File: src/rtl/rr_grant_scheduler_pkg.sv
// Shared constants and types for the round-robin grant scheduler.
// Sizes: 16 requesters, 4-bit owner index, 8-bit hold counter.
package rr_grant_scheduler_pkg;

   localparam int NUM_REQ = 16;
   localparam int IDX_W   = 4;
   localparam int CNT_W   = 8;

   typedef enum logic {
      IDLE,
      BUSY
   } state_t;

endpackage

File: src/rtl/rr_grant_scheduler_if.sv
// Request/grant bundle between requesters and the scheduler.
// master: drives enable/req, sees grant/grant_idx/grant_valid.
// slave : the scheduler side.
interface rr_grant_scheduler_if;
   import rr_grant_scheduler_pkg::*;

   logic               enable;
   logic [NUM_REQ-1:0] req;
   logic [NUM_REQ-1:0] grant;
   logic [IDX_W-1:0]   grant_idx;
   logic               grant_valid;

   modport master (
      output enable,
      output req,
      input  grant,
      input  grant_idx,
      input  grant_valid
   );

   modport slave (
      input  enable,
      input  req,
      output grant,
      output grant_idx,
      output grant_valid
   );

endinterface

File: src/rtl/rr_grant_scheduler_decoder.sv
// 4-to-16 one-hot decoder built from two 3-to-8 halves.
// Ports: idx (4b select), en (output gate), y (16b one-hot).
module four_input_decoder
   import rr_grant_scheduler_pkg::*;
(
   input  logic [IDX_W-1:0]   idx,
   input  logic               en,
   output logic [NUM_REQ-1:0] y
);

   logic [7:0] lo;
   logic [7:0] hi;

   function automatic logic [7:0] dec3(
      input logic [2:0] a,
      input logic       e
   );
      return e ? (8'd1 << a) : 8'd0;
   endfunction

   // idx[3] selects which half is enabled.
   always_comb begin
      lo = dec3(idx[2:0], ~idx[3]);
      hi = dec3(idx[2:0], idx[3]);
      y  = en ? {hi, lo} : '0;
   end

endmodule

File: src/rtl/rr_grant_scheduler.sv
// Round-robin owner select for a 16-slot shared resource.
// Ports: clk, rst_n (async low), bus (slave: enable/req in, grant out).
module rr_grant_scheduler
   import rr_grant_scheduler_pkg::*;
#(
   parameter int unsigned HOLD_MAX = 8
)
(
   input  logic                 clk,
   input  logic                 rst_n,
   rr_grant_scheduler_if.slave  bus
);

   localparam bit PREEMPT_EN = (HOLD_MAX != 0);
   localparam logic [CNT_W-1:0] LIMIT =
      (HOLD_MAX == 0) ? '0 : CNT_W'(HOLD_MAX - 1);

   state_t             state_q, state_d;
   logic [IDX_W-1:0]   idx_q, idx_d;
   logic [IDX_W-1:0]   ptr_q, ptr_d;
   logic [CNT_W-1:0]   cnt_q, cnt_d;
   logic [NUM_REQ-1:0] others;
   logic [IDX_W:0]     pick_all;
   logic [IDX_W:0]     pick_oth;
   logic               held;
   logic               at_limit;

   // Search last+1 .. last+16 (mod 16); MSB of result flags a hit.
   // Scanning from the far end lets the nearest candidate win.
   function automatic logic [IDX_W:0] rr_pick(
      input logic [NUM_REQ-1:0] vec,
      input logic [IDX_W-1:0]   last
   );
      logic [IDX_W:0]   res;
      logic [IDX_W-1:0] cand;
      res = '0;
      for (int i = NUM_REQ; i >= 1; i--) begin
         cand = last + IDX_W'(i);
         if (vec[cand]) res = {1'b1, cand};
      end
      return res;
   endfunction

   always_comb begin
      others   = bus.req & ~(NUM_REQ'(1) << idx_q);
      pick_all = rr_pick(bus.req, ptr_q);
      pick_oth = rr_pick(others, ptr_q);
      held     = bus.req[idx_q];
      at_limit = PREEMPT_EN && (cnt_q == LIMIT);

      state_d = state_q;
      idx_d   = idx_q;
      ptr_d   = ptr_q;
      cnt_d   = cnt_q;

      unique case (state_q)
         IDLE: begin
            if (bus.enable && pick_all[IDX_W]) begin
               state_d = BUSY;
               idx_d   = pick_all[IDX_W-1:0];
               ptr_d   = pick_all[IDX_W-1:0];
               cnt_d   = '0;
            end
         end
         BUSY: begin
            if (!held) begin
               // Released bit is already 0 in req, so the
               // masked search is equivalent here.
               if (bus.enable && pick_oth[IDX_W]) begin
                  idx_d = pick_oth[IDX_W-1:0];
                  ptr_d = pick_oth[IDX_W-1:0];
                  cnt_d = '0;
               end else begin
                  state_d = IDLE;
                  cnt_d   = '0;
               end
            end else if (at_limit) begin
               // Preempt only if someone else waits; otherwise
               // the counter just sits at the limit.
               if (bus.enable && pick_oth[IDX_W]) begin
                  idx_d = pick_oth[IDX_W-1:0];
                  ptr_d = pick_oth[IDX_W-1:0];
                  cnt_d = '0;
               end
            end else begin
               cnt_d = cnt_q + 1'b1;
            end
         end
         default: begin
            state_d = IDLE;
         end
      endcase
   end

   always_ff @(posedge clk or negedge rst_n) begin
      if (!rst_n) begin
         state_q <= IDLE;
         idx_q   <= '0;
         ptr_q   <= '1;
         cnt_q   <= '0;
      end else begin
         state_q <= state_d;
         idx_q   <= idx_d;
         ptr_q   <= ptr_d;
         cnt_q   <= cnt_d;
      end
   end

   assign bus.grant_valid = (state_q == BUSY);
   assign bus.grant_idx   = idx_q;

   four_input_decoder u_dec (
      .idx (idx_q),
      .en  (state_q == BUSY),
      .y   (bus.grant)
   );

endmodule

File: src/flat_wrapper.sv
// flat-port wrapper written by rule: the top's interface ports become plain ports
module rr_grant_scheduler_flat import rr_grant_scheduler_pkg::*;
#(
   parameter int unsigned HOLD_MAX = 8
)
  (clk, rst_n, bus_enable, bus_req, bus_grant, bus_grant_idx, bus_grant_valid);
  rr_grant_scheduler_if bus_i ();
  input  logic clk;
  input  logic rst_n;
  input wire logic [$bits(bus_i.enable)-1:0] bus_enable;
  input wire logic [$bits(bus_i.req)-1:0] bus_req;
  output wire logic [$bits(bus_i.grant)-1:0] bus_grant;
  output wire logic [$bits(bus_i.grant_idx)-1:0] bus_grant_idx;
  output wire logic [$bits(bus_i.grant_valid)-1:0] bus_grant_valid;
  assign bus_i.enable = bus_enable;
  assign bus_i.req = bus_req;
  assign bus_grant = bus_i.grant;
  assign bus_grant_idx = bus_i.grant_idx;
  assign bus_grant_valid = bus_i.grant_valid;
  rr_grant_scheduler #(.HOLD_MAX(HOLD_MAX)) u_core (.clk(clk), .rst_n(rst_n), .bus(bus_i));
endmodule
File: config.mk
export PLATFORM = sky130hd
export DESIGN_NAME = rr_grant_scheduler_flat
export DESIGN_NICKNAME = d
export VERILOG_FILES = /design/src/rtl/rr_grant_scheduler_pkg.sv /design/src/rtl/rr_grant_scheduler_if.sv /design/src/rtl/rr_grant_scheduler_decoder.sv /design/src/rtl/rr_grant_scheduler.sv /design/src/flat_wrapper.sv
export SDC_FILE = /design/constraint.sdc
export NUM_CORES = 1
export LEC_CHECK = 0
export CAP_MARGIN = 20
export CORE_AREA = 8 8 132 134
export CTS_CLUSTER_DIAMETER = 30
export DETAILED_ROUTE_END_ITERATION = 7
export DIE_AREA = 0 0 140 142
export GPL_TIMING_DRIVEN = 0
export PLACE_DENSITY = 0.67
export SYNTH_ARGS = -nofsm -noshare
export SYNTH_HDL_FRONTEND = slang
export SYNTH_SLANG_ARGS = --single-unit
File: constraint.sdc
create_clock -name clk -period 13.39 [get_ports clk]
set_input_delay 2.678 -clock clk [delete_from_list [all_inputs] [get_ports clk]]
set_output_delay 2.678 -clock clk [all_outputs]
set_load 0.05 [all_outputs]
==> impl_metrics.toml <==
[yosys]
netlist_area_um2 = 7480
yosysWarnings = 0
syn_inst = 900
synthArstFlopShare_pct = 100
synth_fp_nets = 927
synth-edff-count = 0
ys_types = 80
synth_area_leaders = "mux4_2 (26%), mux2i_1 (6.6%), dfrtp_1 (4.3%)"
avgSynthCellArea_um2 = 8.32
ys.flop_type = "dfrtp_1"
yosysTopAreaCell = "mux4_2"
ys_ff_latch = 17
synth_top_cell_area_share_pct = 25.9
yosysSeqAreaShare_pct = 5.75

[drt]
wirelength_um = 34400
drc = 0
vias_per_cell = 7.87
vias = 8991
drt-initial-drc-count = 1645
drtPass1Iterations = 8
drtAntennaViolNets = 0
routedWlPerCell_um = 30.1

[job]
drv_cap = 0

[setup_path]
cp_cell_sequence = "clkbuf_1 -> inv_2 -> clkbuf_1 -> buf_1 -> clkbuf_1 -> ha_1 -> xor2_1 -> clkbuf_1 -> mux2i_1 -> mux2i_1 -> or4b_1 -> o41ai_2 -> nor2_1 -> inv_2 -> a221o_1 -> o31ai_1"
cp.arrival_ns = 7.39
critPathTopFamily = "buffers and inverters"
crit_buf_inv = 7
worstPathMaxFanout = 13
critPathCaptureType = "register"
critical_path_class = "reg -> reg"
crit_cells = 16
crit_slowest_cell = "clkbuf_1"
cp_data_required_time_ns = 13.45
cp_common_cell = "clkbuf_1"
critPathMaxStageDelay_ns = 0.72
ff2ff_path_depth = 16
start_kind = "register"

[timing]
finalClockSkew_ns = 0.00165
tns_ns = 0
final-hold-violation-count = 0
finalSetupViolations = 0
period_share_pct = 54.7
grt_setup_unrepaired = "false"
max_slew.worst_pin.slew_ns = 1.24
hold_ws_ns = 0.488
fin_crit_ns = 7.33
drv_slew = 0
clock.fmax_mhz = 136
relSlewSlack_pct = 16.5

[cts]
h-tree-depth = 1
cts_buffers = 3
cts_max_path_buffers = 2
cts_sinks = 17
clock_latency_ns = 0.25
cts-root-buf = "clkbuf_16"
cts-hold-fix-buffers = 0
cts_setup_buffers = 0
cts_tree = "done"
cts-resized-gates = 0
path_clk_slew_ns = 0.05

[floorplan]
rows = 46
initial_core_util_pct = 48.5
die_x_um = 140
dieArea_um2 = 19900
die_h_um = 142
ios = 40
core_area_um2 = 15400

[worst_hold_path]
hold_class = "reg -> reg"
holdPathStages = 1

[finish]
n_antenna_cell = 0
fill_cells = 1471
nNetsFinal = 978
drive_gt1_share_pct = 18.6
areaGrowthSynthToFinish_pct = 10.4

[global_route]
grt_max_degree = 18
track_usage_pct = 33.4
grt_overflow = 0
grt_pass1_wl_um = 51300
grt_pass1_vias = 8332
antenna_found_initial = 0

[status]
run_status = "completed"

[placed_design]
port_buffers = 39
place_hpwl_um = 26500
place.gp.congestion = 1.08
final cells by class:
type / instances / area [um2] / share of cell area [%]
inverters: 34 / 128 / 1.54
clock inverters: 1 / 7.51 / 0.0909
plain buffers: 95 / 433 / 5.24
multi-input cells: 754 / 6490 / 78.6
repair buffers: 46 / 453 / 5.48
flip-flops and latches: 17 / 430 / 5.21
clock buffers: 3 / 75.1 / 0.909
well taps: 192 / 240 / 2.91
worst paths after layout:
check | start | to | slack (ns)
setup / recovery | u_core.ptr_q[1]$_DFFE_PN1P_ | u_core.bus.grant_idx[3]$_DFFE_PN0P_ | 6.06
max in group asynchronous | rst_n | u_core.cnt_q[1]$_DFFE_PN0P_ | 9.99
min in group asynchronous | rst_n | u_core.cnt_q[5]$_DFFE_PN0P_ | 2.90
hold / removal | u_core.cnt_q[0]$_DFFE_PN0P_ | u_core.cnt_q[0]$_DFFE_PN0P_ | 0.49
setup reg to reg | u_core.ptr_q[1]$_DFFE_PN1P_ | u_core.bus.grant_idx[3]$_DFFE_PN0P_ | 6.06
hold reg to reg | u_core.cnt_q[0]$_DFFE_PN0P_ | u_core.cnt_q[0]$_DFFE_PN0P_ | 0.49
cells by family (layout without fill, tap and decap cells):
family,Yosys count,in the layout,share of synthesized area [%]
flip-flops,17,17,5.75
AND/OR/NAND/NOR,313,313,22.6
buffers and inverters,129,179,7.49
multiplexers,151,151,35.0
XOR/XNOR,14,14,1.64
adder cells (fa/ha/maj),8,8,1.34
AO/OA/AOI/OAI,268,268,26.2
cell usage in the layout (no fill, tap or decap), drive strengths merged, types with 9 or more instances in the layout:
cell type	synthesis	routed
a211oi	12	12
a21oi	30	30
a22oi	11	11
and3	9	9
buf	38	44
clkbuf	57	60
clkdlybuf4s50	0	39
dfrtp	13	13
inv	34	34
mux2	15	15
mux2i	50	50
mux4	86	86
nand2	86	86
nand2b	38	38
nand3	20	20
nor2	62	62
nor2b	11	11
nor3	33	33
o211ai	10	10
o21ai	35	35
o221ai	26	26
o22a	9	9
o22ai	35	35
o31ai	10	10
o32ai	11	11
xnor2	12	12
sequential cells by signal (all words and copies together) (netlist names):
| signal | cells |
|---|---|
| u_core.ptr_q | 4 |
| u_core.cnt_q | 8 |
| u_core.bus.grant_valid | 1 |
| u_core.bus.grant_idx | 4 |
layer usage:
| layer | vias up | wire length (um) | GRT usage [%] |
|---|---|---|---|
| li1 | 3697 | - | - |
| met1 | 4253 | 12700 | 43.5 |
| met2 | 864 | 14300 | 49.2 |
| met3 | 177 | 5100 | 9.49 |
| met4 | 0 | 2280 | 17.7 |
| met5 | - | 0 | 0 |
worst register-to-register path: stages (launching register included):
cell and delay, ns:
dfstp_2 0.41, clkbuf_1 0.24, inv_2 0.38, clkbuf_1 0.54, buf_1 0.59, clkbuf_1 0.72, ha_1 0.47, xor2_1 0.28
clkbuf_1 0.57, mux2i_1 0.34, mux2i_1 0.60, or4b_1 0.24, o41ai_2 0.10, nor2_1 0.50, inv_2 0.15, a221o_1 0.37
o31ai_1 0.63
cell usage after synthesis (9+ instances only):
cell	instances
and3_1	9
mux4_2	86
o32ai_1	11
a21oi_1	30
a211oi_1	12
xnor2_1	12
nor2b_1	11
clkbuf_1	57
buf_2	25
nor3_1	33
o211ai_1	10
inv_1	29
nand3_1	20
mux2_2	15
nand2b_1	38
dfrtp_1	13
a22oi_1	11
o22a_1	9
o21ai_0	35
mux2i_1	49
nand2_1	86
nor2_1	61
o221ai_1	26
o22ai_1	35
metrics by stage:
stage / setup slack (ns) / cells / util (%) / cell area [um2]
floorplan: 7.90 / 900 / - / 7480
global placement: 6.30 / 1131 / 52.6 / 8120
detailed placement: 6.41 / 1135 / 52.9 / 8160
CTS: 6.37 / 1139 / 53.4 / 8240
global route: 5.84 / 1142 / 53.6 / 8260
finish: 6.06 / 1142 / 53.6 / 8260
Power is left out: the tool's default activity adds up to more than one toggle a clock period on the data nets, which glitch-free logic cannot reach.
